## src/rtl/fc_layer_ctrl.sv

```systemverilog
// Sequencer for one fully-connected layer: broadcasts the input word stream to the neurons,
// steps the shared weight/bias controls, then serializes the neuron outputs to the next layer.
module fc_layer_ctrl #(
    parameter int WORD_SIZE             = 16,
    parameter int PREVIOUS_LAYER_HEIGHT = 4,
    parameter int LAYER_HEIGHT          = 4,
    localparam int AW = $clog2(PREVIOUS_LAYER_HEIGHT + 1),
    localparam int OW = $clog2(LAYER_HEIGHT + 1)
) (
    input  logic                           clk_i,
    input  logic                           reset_i,
    input  logic [WORD_SIZE-1:0]           data_i,
    input  logic                           valid_i,
    output logic                           ready_o,
    output logic [WORD_SIZE-1:0]           neuron_data_o,
    output logic [AW-1:0]                  mem_addr_o,
    output logic                           sum_en_o,
    output logic                           add_bias_o,
    output logic                           clear_o,
    input  logic [LAYER_HEIGHT*WORD_SIZE-1:0] neuron_out_i,
    output logic [WORD_SIZE-1:0]           data_o,
    output logic                           valid_o,
    input  logic                           ready_i
);

    // Both streams use valid/ready: a word moves only in a cycle where valid and ready are
    // both high; valid held without ready (or ready without valid) changes nothing.
    typedef enum logic [1:0] {
        eBUSY = 2'd0,
        eBIAS = 2'd1,
        eOUT  = 2'd2
    } state_t;

    state_t              state_q, state_d;
    logic [AW-1:0]       in_cnt_q, in_cnt_d;
    logic [OW-1:0]       out_cnt_q, out_cnt_d;
    logic [WORD_SIZE-1:0] word_sel;

    always_ff @(posedge clk_i or posedge reset_i) begin
        if (reset_i) begin
            state_q   <= eBUSY;
            in_cnt_q  <= '0;
            out_cnt_q <= '0;
        end else begin
            state_q   <= state_d;
            in_cnt_q  <= in_cnt_d;
            out_cnt_q <= out_cnt_d;
        end
    end

    always_comb begin
        word_sel = '0;
        for (int k = 0; k < LAYER_HEIGHT; k++) begin
            if (out_cnt_q == OW'(k)) begin
                word_sel = neuron_out_i[k*WORD_SIZE +: WORD_SIZE];
            end
        end
    end

    assign neuron_data_o = data_i;

    always_comb begin
        state_d    = state_q;
        in_cnt_d   = in_cnt_q;
        out_cnt_d  = out_cnt_q;
        ready_o    = 1'b0;
        valid_o    = 1'b0;
        mem_addr_o = '0;
        sum_en_o   = 1'b0;
        add_bias_o = 1'b0;
        clear_o    = 1'b0;
        data_o     = '0;
        case (state_q)
            eBUSY: begin
                ready_o    = 1'b1;
                mem_addr_o = in_cnt_q;
                sum_en_o   = valid_i;
                if (valid_i) begin
                    if (in_cnt_q == AW'(PREVIOUS_LAYER_HEIGHT - 1)) begin
                        in_cnt_d = '0;
                        state_d  = eBIAS;
                    end else begin
                        in_cnt_d = in_cnt_q + AW'(1);
                    end
                end
            end
            eBIAS: begin
                mem_addr_o = AW'(PREVIOUS_LAYER_HEIGHT);
                sum_en_o   = 1'b1;
                add_bias_o = 1'b1;
                state_d    = eOUT;
            end
            eOUT: begin
                // Neuron sums stay frozen while their outputs are read out one by one.
                valid_o = 1'b1;
                data_o  = word_sel;
                if (ready_i) begin
                    if (out_cnt_q == OW'(LAYER_HEIGHT - 1)) begin
                        clear_o   = 1'b1;
                        out_cnt_d = '0;
                        state_d   = eBUSY;
                    end else begin
                        out_cnt_d = out_cnt_q + OW'(1);
                    end
                end
            end
            default: state_d = eBUSY;
        endcase
    end

endmodule

```

## config.mk

```make
export PLATFORM = sky130hd
export DESIGN_NAME = fc_layer_ctrl
export DESIGN_NICKNAME = d
export VERILOG_FILES = /design/src/rtl/fc_layer_ctrl.sv
export SDC_FILE = /design/constraint.sdc
export NUM_CORES = 1
export LEC_CHECK = 0
export ABC_AREA = 0
export BUFFER_PORTS_ARGS = -buffer_cell sky130_fd_sc_hd__buf_2
export CORE_ASPECT_RATIO = 0.9
export CORE_MARGIN = 8
export CORE_UTILIZATION = 37
export DETAILED_ROUTE_END_ITERATION = 16
export GPL_TIMING_DRIVEN = 1
export PLACE_DENSITY = 0.91
export SYNTH_ARGS = -nofsm -noshare
export SYNTH_HDL_FRONTEND = slang
export SYNTH_SLANG_ARGS = --single-unit
```

## constraint.sdc

```tcl
create_clock -name clk_i -period 2.85 [get_ports clk_i]
set_clock_uncertainty 0.15 [all_clocks]
set_input_delay 0.57 -clock clk_i [delete_from_list [all_inputs] [get_ports clk_i]]
set_output_delay 0.57 -clock clk_i [all_outputs]
set_load 0.02 [all_outputs]
```

### Word level (Yosys, flattened, before mapping)

Index checks and enable logic that the tools add are counted.

* output and inout port bits: 40
* input port bits: 84
* register bits after elaboration: 8
* logic and storage cells: 40

* muxes and demuxes: 20
* equal/unequal tests: 10
* add/subtract/negate cells: 2
* reductions and logical operators: 5

Operator list (number)
* two-way mux 16 bit: 5
* equality test 3 x 2 -> 1 bit, second input constant: 3
* two-way mux 2 bit: 4
* inequality test 2 bit, second input constant: 4
* adder 3 x 1 -> 3 bit, second input constant: 2
* two-way mux 1 bit: 6
* two-way mux 3 bit: 2
* case mux 2 bit (3 select lines): 1
* case mux 3 bit (2 select lines): 1
* AND reduction 2 bit: 2
* AND reduction 4 bit: 1
* equality test 3 x 1 -> 1 bit, second input constant: 1
* zero test 3 bit: 1
* equality test 2 x 1 -> 1 bit, second input constant: 1
* equality test 2 bit, second input constant: 1
* zero test 2 bit: 1
* case mux 1 bit (2 select lines): 1

### Depth between registers and ports, before layout

Gate-level depths: netlist (run 1).

* word-level depth: 6
* mapped depth: 7
* depth with buffers taken out: 5

### Worst setup path after synthesis (run 1)

No wires, ideal clock.

* path type: register to output
* start: register out_cnt_q[1]
* end: output data_o[10]
* setup slack: 0.541 ns
* required time: 2.130 ns
* arrival time: 1.589 ns
* buffers on the path: 2
* cell stages (with the launch flop): 7
* cells stage by stage: dfrtp_1 inv_1 ha_1 clkbuf_1 buf_1 a21oi_1 a21oi_1

* longest elaborated chain between the ends: 6
* elaborated cells between the ends (all ways): 9
* classes of those cells: eq/ne (3); mux (5); reduce/logical (1)

RTL lines
* start, declared: RTL line 36 `logic [OW-1:0] out_cnt_q, out_cnt_d;`
* start signal, assigned: RTL line 47 `out_cnt_q <= out_cnt_d;`
* zero test 3 bit: RTL line 54 `if (out_cnt_q == OW'(k)) begin`
* two-way mux 16 bit (3 in a row): RTL line 54
* two-way mux 16 bit *: RTL line 54
* two-way mux 16 bit *: RTL line 73 `case (state_q)`
* end, declared: RTL line 21 `output logic [WORD_SIZE-1:0] data_o,`

Every way passes the cells marked *; elsewhere a longest branch is shown, timed or not.

### Worst setup path after layout (run 1)

* start: register out_cnt_q[0]
* end: output data_o[15]

The elaborated chain is that of the path after synthesis.

==> results of run 1 <==
[final cells by class]
| type | count | area [µm²] | share of cell area [%] |
|---|---|---|---|
| sequential | 8 | 200 | 13.0 |
| timing repair buffer | 97 | 513 | 33.3 |
| inverter | 6 | 22.5 | 1.46 |
| multi-input combinational | 96 | 729 | 47.4 |
| tap | 42 | 52.6 | 3.41 |
| clock buffer | 3 | 22.5 | 1.46 |
[layer usage]
metal  global-route usage [%]  up-vias
met2                     23.1       58
met1                     15.7      573
met5                        0        -
met3                     3.47        5
met4                     4.63        0
li1                         -      641
[path summary, 6_finish.rpt]
check	to	slack [ps]	cells past startpoint
min	in_cnt_q[0]	100	2
min reg2reg	in_cnt_q[1]	360	2
max	data_o[15]	210	6
max reg2reg	state_q[1]	1420	4
min in group clk_i	in_cnt_q[1]	360	2
max in group asynchronous	out_cnt_q[0]	2220	2
[cells by family (layout without fill, tap and decap cells)]
group,Yosys count,in the layout
buf+inv,34,106
simple gates,42,42
flops,8,8
compound gates,48,48
mux,1,1
fa+ha+maj,5,5
[synthesized netlist by cell type (all sizes together)]
cell type  number
buf            23
a21oi          20
o221ai         16
nor2           13
nand3b         11
dfrtp           8
a221oi          6
inv             6
clkbuf          5
ha              5
nand2           5
nand2b          5
o21ai           4
a31oi           2
and2            2
nor2b           2
and2b           1
mux2            1
nor3b           1
or2             1
or3b            1
[critical path, cell delays in order (launching register included)]
cell	delay [ps]
dfrtp_1	390
inv_1	90
ha_1	210
or2_2	440
a221oi_1	280
nor2_1	90
buf_2	160
[timing repair]
| item | in CTS | in global routing |
|---|---|---|
| setup endpoints to repair | 0 | 4 |
| hold buffers | 0 | 0 |
| endpoints found under the hold margin | 0 | 0 |
| resized for setup | 0 | 2 |
[power by group]
part | switching [mW] | internal [mW] | total, mW
logic | 0.713 | 0.483 | 1.20
clock network | 0.0413 | 0.0484 | 0.0896
registers | 0.0543 | 0.163 | 0.218
[metrics by stage]
stage | power [mW] | util [%] | hold WS [ps] | cells
CTS | 1.51 | 51.3 | 94.3 | 252
floorplan | 1.12 | - | 236 | 138
finish | 1.50 | 51.4 | 97.4 | 252
detailed placement | 1.42 | 50.5 | 351 | 249
global placement | 1.39 | 50.5 | 338 | 249
global route | 1.65 | 51.4 | 127 | 252
[flip-flops by register name (all words and copies together), names as in the netlist]
| register | count |
|---|---|
| state_q | 2 |
| in_cnt_q | 3 |
| out_cnt_q | 3 |
==> impl_metrics.py, run 1 <==
metrics = {
    "synth": {
        "ys_types": 26,
        "synth_mux_area_share_pct": 0.993,
        "synth-compound-area-share_pct": 35.5,
        "netlist_instances": 138,
        "synthAdderAreaFrac_pct": 5.52,
        "yosysSeqAreaShare_pct": 17.7,
        "yosys.area.top_type": "dfrtp_1",
        "ys_warn_count": 0,
        "syn_nets": 227,
        "synthTopCellsByArea": "dfrtp_1, o221ai_2, buf_4",
        "synth_top_area_share_pct": 17.7,
        "synth_simple_gate_area_share_pct": 21.9,
        "synth_xor_area_share_pct": 0,
        "syn_avg_cell_area_um2": 8.21,
        "syn-cell-area_um2": 1130,
        "synth_top_family_by_area": "compound AO/OA/AOI/OAI gates",
        "synth_seq_cells": 8,
    },
    "die": {
        "die_w_um": 74.3,
        "core.rowCount": 19,
        "die_area_um2": 5090,
        "core_um2": 3000,
        "die_y_um": 68.5,
        "io_pins": 124,
        "start_util_pct": 37.8,
    },
    "routing": {
        "drtIter0Drc": 46,
        "route.detailed.drc": 0,
        "route.met2.wl_um": 1910,
        "wl_met3_um": 377,
        "top_layer": "met4",
        "ant_nets": 0,
        "m1WireLength_um": 1430,
        "via_count": 1277,
        "viasPerCell": 5.07,
        "drt-pass1-iter-count": 4,
        "wl_per_cell_um": 14.9,
        "wl_um": 3760,
    },
    "layout": {
        "n_antenna_cell": 0,
        "final_common_cell": "buf_2",
        "nNetsFinal": 301,
        "final_layout_size_suffix_gt1_share_pct": 56.7,
        "final_cell_mix": "buf_2, a21oi_1, nor2_1, nand3b_1, o221ai_2",
        "design_area_um2": 1540,
        "nFillCells": 302,
        "area_delta_synth_final_pct": 35.9,
    },
    "clocking": {
        "cts_buffer_depth": 2,
        "numClockSinks": 8,
        "cts_setup_buffers": 0,
        "clockRootBuffer": "clkbuf_4",
        "clock_latency_ps": 260,
        "cts_max_level": 1,
        "cts_made_buffers": 3,
        "cts_tree": "yes",
        "clk_pin_slew_ps": 50,
    },
    "sta": {
        "relSlewSlack_pct": 72.5,
        "fmax_ghz": 0.379,
        "drv_slew": 0,
        "worstMarginPinSlew_ps": 411,
        "min_period_ps": 2640,
        "final.setup.tns_ps": 0,
        "finalSetupViolCount": 0,
        "rsz0062_at_grt": "false",
        "period_share_pct": 92.5,
        "hold_viol": 0,
        "fin_ws_ps": 214,
    },
    "global_routing": {
        "grt.overflow.total": 0,
        "grt_usage_pct": 13.3,
        "grt_max_degree": 17,
        "grt_first_pass_wirelength_um": 5470,
        "grt_pass1_vias": 1227,
        "grt_antenna_before_repair": 0,
    },
    "job": {
        "cap_viol_max_count": 0,
    },
    "placed_design": {
        "finalWeightedCongestion": 0.742,
        "port_buffers": 91,
        "place_area_um2": 1510,
        "dp_hpwl_um": 3090,
        "post-place-ws_ps": 392,
    },
    "critical_path": {
        "crit_required_ps": 2130,
        "crit_path_max_fanout": 16,
        "criticalPathCategory": "reg -> out",
        "startpoint_type": "flop",
        "arrival_ps": 1920,
        "cp-end-kind": "output pin",
        "r2r-start": "out_cnt_q[0]",
        "cp-startpoint": "out_cnt_q[0]",
    },
    "outcome": {
        "status": "completed",
    },
    "min_path": {
        "hp-class": "in -> async",
    },
    "pwr": {
        "peakVddDrop_v": 0.000454,
        "power-per-cell-area_nw_per_um2": 976,
        "p_leak_nw": 0.767,
    },
}
(Power assumes the default switching activity.)
==> run 2: changes to the inputs <==
--- a/config.mk
+++ b/config.mk
@@ -7,12 +7,15 @@
 export LEC_CHECK = 0
 export ABC_AREA = 0
 export BUFFER_PORTS_ARGS = -buffer_cell sky130_fd_sc_hd__buf_2
+export CELL_PAD_IN_SITES_DETAIL_PLACEMENT = 2
+export CELL_PAD_IN_SITES_GLOBAL_PLACEMENT = 2
 export CORE_ASPECT_RATIO = 0.9
 export CORE_MARGIN = 8
-export CORE_UTILIZATION = 37
+export CORE_UTILIZATION = 17
 export DETAILED_ROUTE_END_ITERATION = 16
 export GPL_TIMING_DRIVEN = 1
-export PLACE_DENSITY = 0.91
+export PLACE_DENSITY = 0.9
+export RECOVER_POWER = 100
 export SYNTH_ARGS = -nofsm -noshare
 export SYNTH_HDL_FRONTEND = slang
 export SYNTH_SLANG_ARGS = --single-unit
==> impl_metrics.py, run 2 (synthesis results as in run 1) <==
metrics = {
    "global_routing": {
        "grt_pass1_vias": 1583,
        "grt_antenna_before_repair": 0,
        "grt_max_degree": 21,
        "grt_usage_pct": 10.5,
        "grt_first_pass_wirelength_um": 7980,
        "grt.overflow.total": 0,
    },
    "sta": {
        "hold_ws_ps": 132,
        "worstMarginPinSlew_ps": 470,
        "fmax_ghz": 0.373,
        "finalSetupViolCount": 0,
        "drv_slew": 0,
        "relSlewSlack_pct": 68.6,
        "period_share_pct": 93.9,
        "min_period_ps": 2680,
        "fin_ws_ps": 173,
        "final.setup.tns_ps": 0,
        "rsz0062_at_grt": "false",
        "hold_viol": 0,
    },
    "clocking": {
        "cts_tree": "yes",
        "clockRootBuffer": "clkbuf_8",
        "cts_setup_buffers": 0,
        "cts_hold_buf": 0,
        "cts_made_buffers": 3,
        "clk_pin_slew_ps": 40,
        "cts_resized": 0,
        "numClockSinks": 8,
        "cts_buffer_depth": 2,
        "clock_latency_ps": 230,
        "cts_max_level": 1,
    },
    "routing": {
        "wl_per_cell_um": 17.4,
        "route.detailed.drc": 0,
        "via_count": 1366,
        "ant_nets": 0,
        "wl_um": 5240,
        "viasPerCell": 4.54,
        "drt-pass1-iter-count": 4,
        "drtIter0Drc": 20,
    },
    "layout": {
        "final_common_cell": "buf_2",
        "multi_input_comb_area_um2": 724,
        "largestRegisters": "in_cnt_q: 3 flops, out_cnt_q: 3 flops, state_q: 2 flops",
        "final_cell_mix": "buf_2, a21oi_1, nor2_1, clkbuf_1, nand3b_1",
        "area_delta_synth_final_pct": 40.4,
        "regArea_um2": 200,
        "nNetsFinal": 302,
        "nFillCells": 815,
        "utilization_pct": 24.4,
        "n_antenna_cell": 0,
        "final_layout_size_suffix_gt1_share_pct": 50.2,
    },
    "placed_design": {
        "post-place-ws_ps": 403,
        "finalWeightedCongestion": 0.788,
        "dp_hpwl_um": 4510,
        "port_buffers": 91,
    },
    "pwr": {
        "power-per-cell-area_nw_per_um2": 986,
        "p_leak_nw": 0.724,
        "peakVddDrop_v": 0.000284,
        "finalPower_mw": 1.57,
    },
    "die": {
        "io_pins": 124,
        "core_um2": 6520,
        "die_w_um": 102,
        "core.rowCount": 28,
        "die_area_um2": 9540,
        "die_y_um": 93.5,
        "start_util_pct": 17.4,
    },
    "critical_path": {
        "arrival_ps": 1960,
        "cp-startpoint": "out_cnt_q[0]",
        "r2r-start": "out_cnt_q[0]",
        "startpoint_type": "flop",
        "cp-end-kind": "output pin",
        "crit_path_max_fanout": 16,
        "crit_required_ps": 2130,
        "criticalPathCategory": "reg -> out",
    },
    "min_path": {
        "hp-class": "in -> async",
    },
    "job": {
        "cap_viol_max_count": 0,
    },
    "outcome": {
        "status": "completed",
    },
}
==> run 2: area by class of cell <==
class	count	area share, %
well taps	90	7.08
flip-flops and latches	8	12.6
repair buffers	98	30.8
inverters	6	1.42
multi-input cells	96	45.5
clock buffers	3	2.59
==> run 2: per-layer routing <==
layer / GRT usage, % / share of wire, %
met5: 0 / 0
met4: 2.69 / 0.50
met3: 3.04 / 7.5
met2: 19.2 / 51
met1: 11.4 / 41
==> run 2: worst paths after layout <==
path,end,slack (ps),depth (start not counted)
setup / recovery,data_o[0],170,6
hold / removal,in_cnt_q[0],130,2
setup reg to reg,out_cnt_q[0],1210,5
hold reg to reg,in_cnt_q[2],370,2
max in group asynchronous,state_q[0],2170,2
min in group clk_i,in_cnt_q[2],370,2
==> run 2: worst max-delay path, stage by stage (launching register included) <==
cell and delay, ps:
dfrtp_1 400, inv_1 100, ha_1 220, or2_2 460, a221oi_1 300, nor2_1 90, clkbuf_2 160
==> run 2: report_power, final <==
group | leakage (nW) | internal, mW | switching, mW | total (mW)
Clock | 0.0216 | 0.0915 | 0.0445 | 0.136
Combinational | 0.601 | 0.443 | 0.766 | 1.21
Sequential | 0.101 | 0.164 | 0.0605 | 0.224
==> run 2: metrics by stage <==
step	instances	instance area (µm²)
detailed placement	298	1570
CTS	301	1610
global route	301	1590
global placement	298	1570
floorplan	138	1130
finish	301	1590
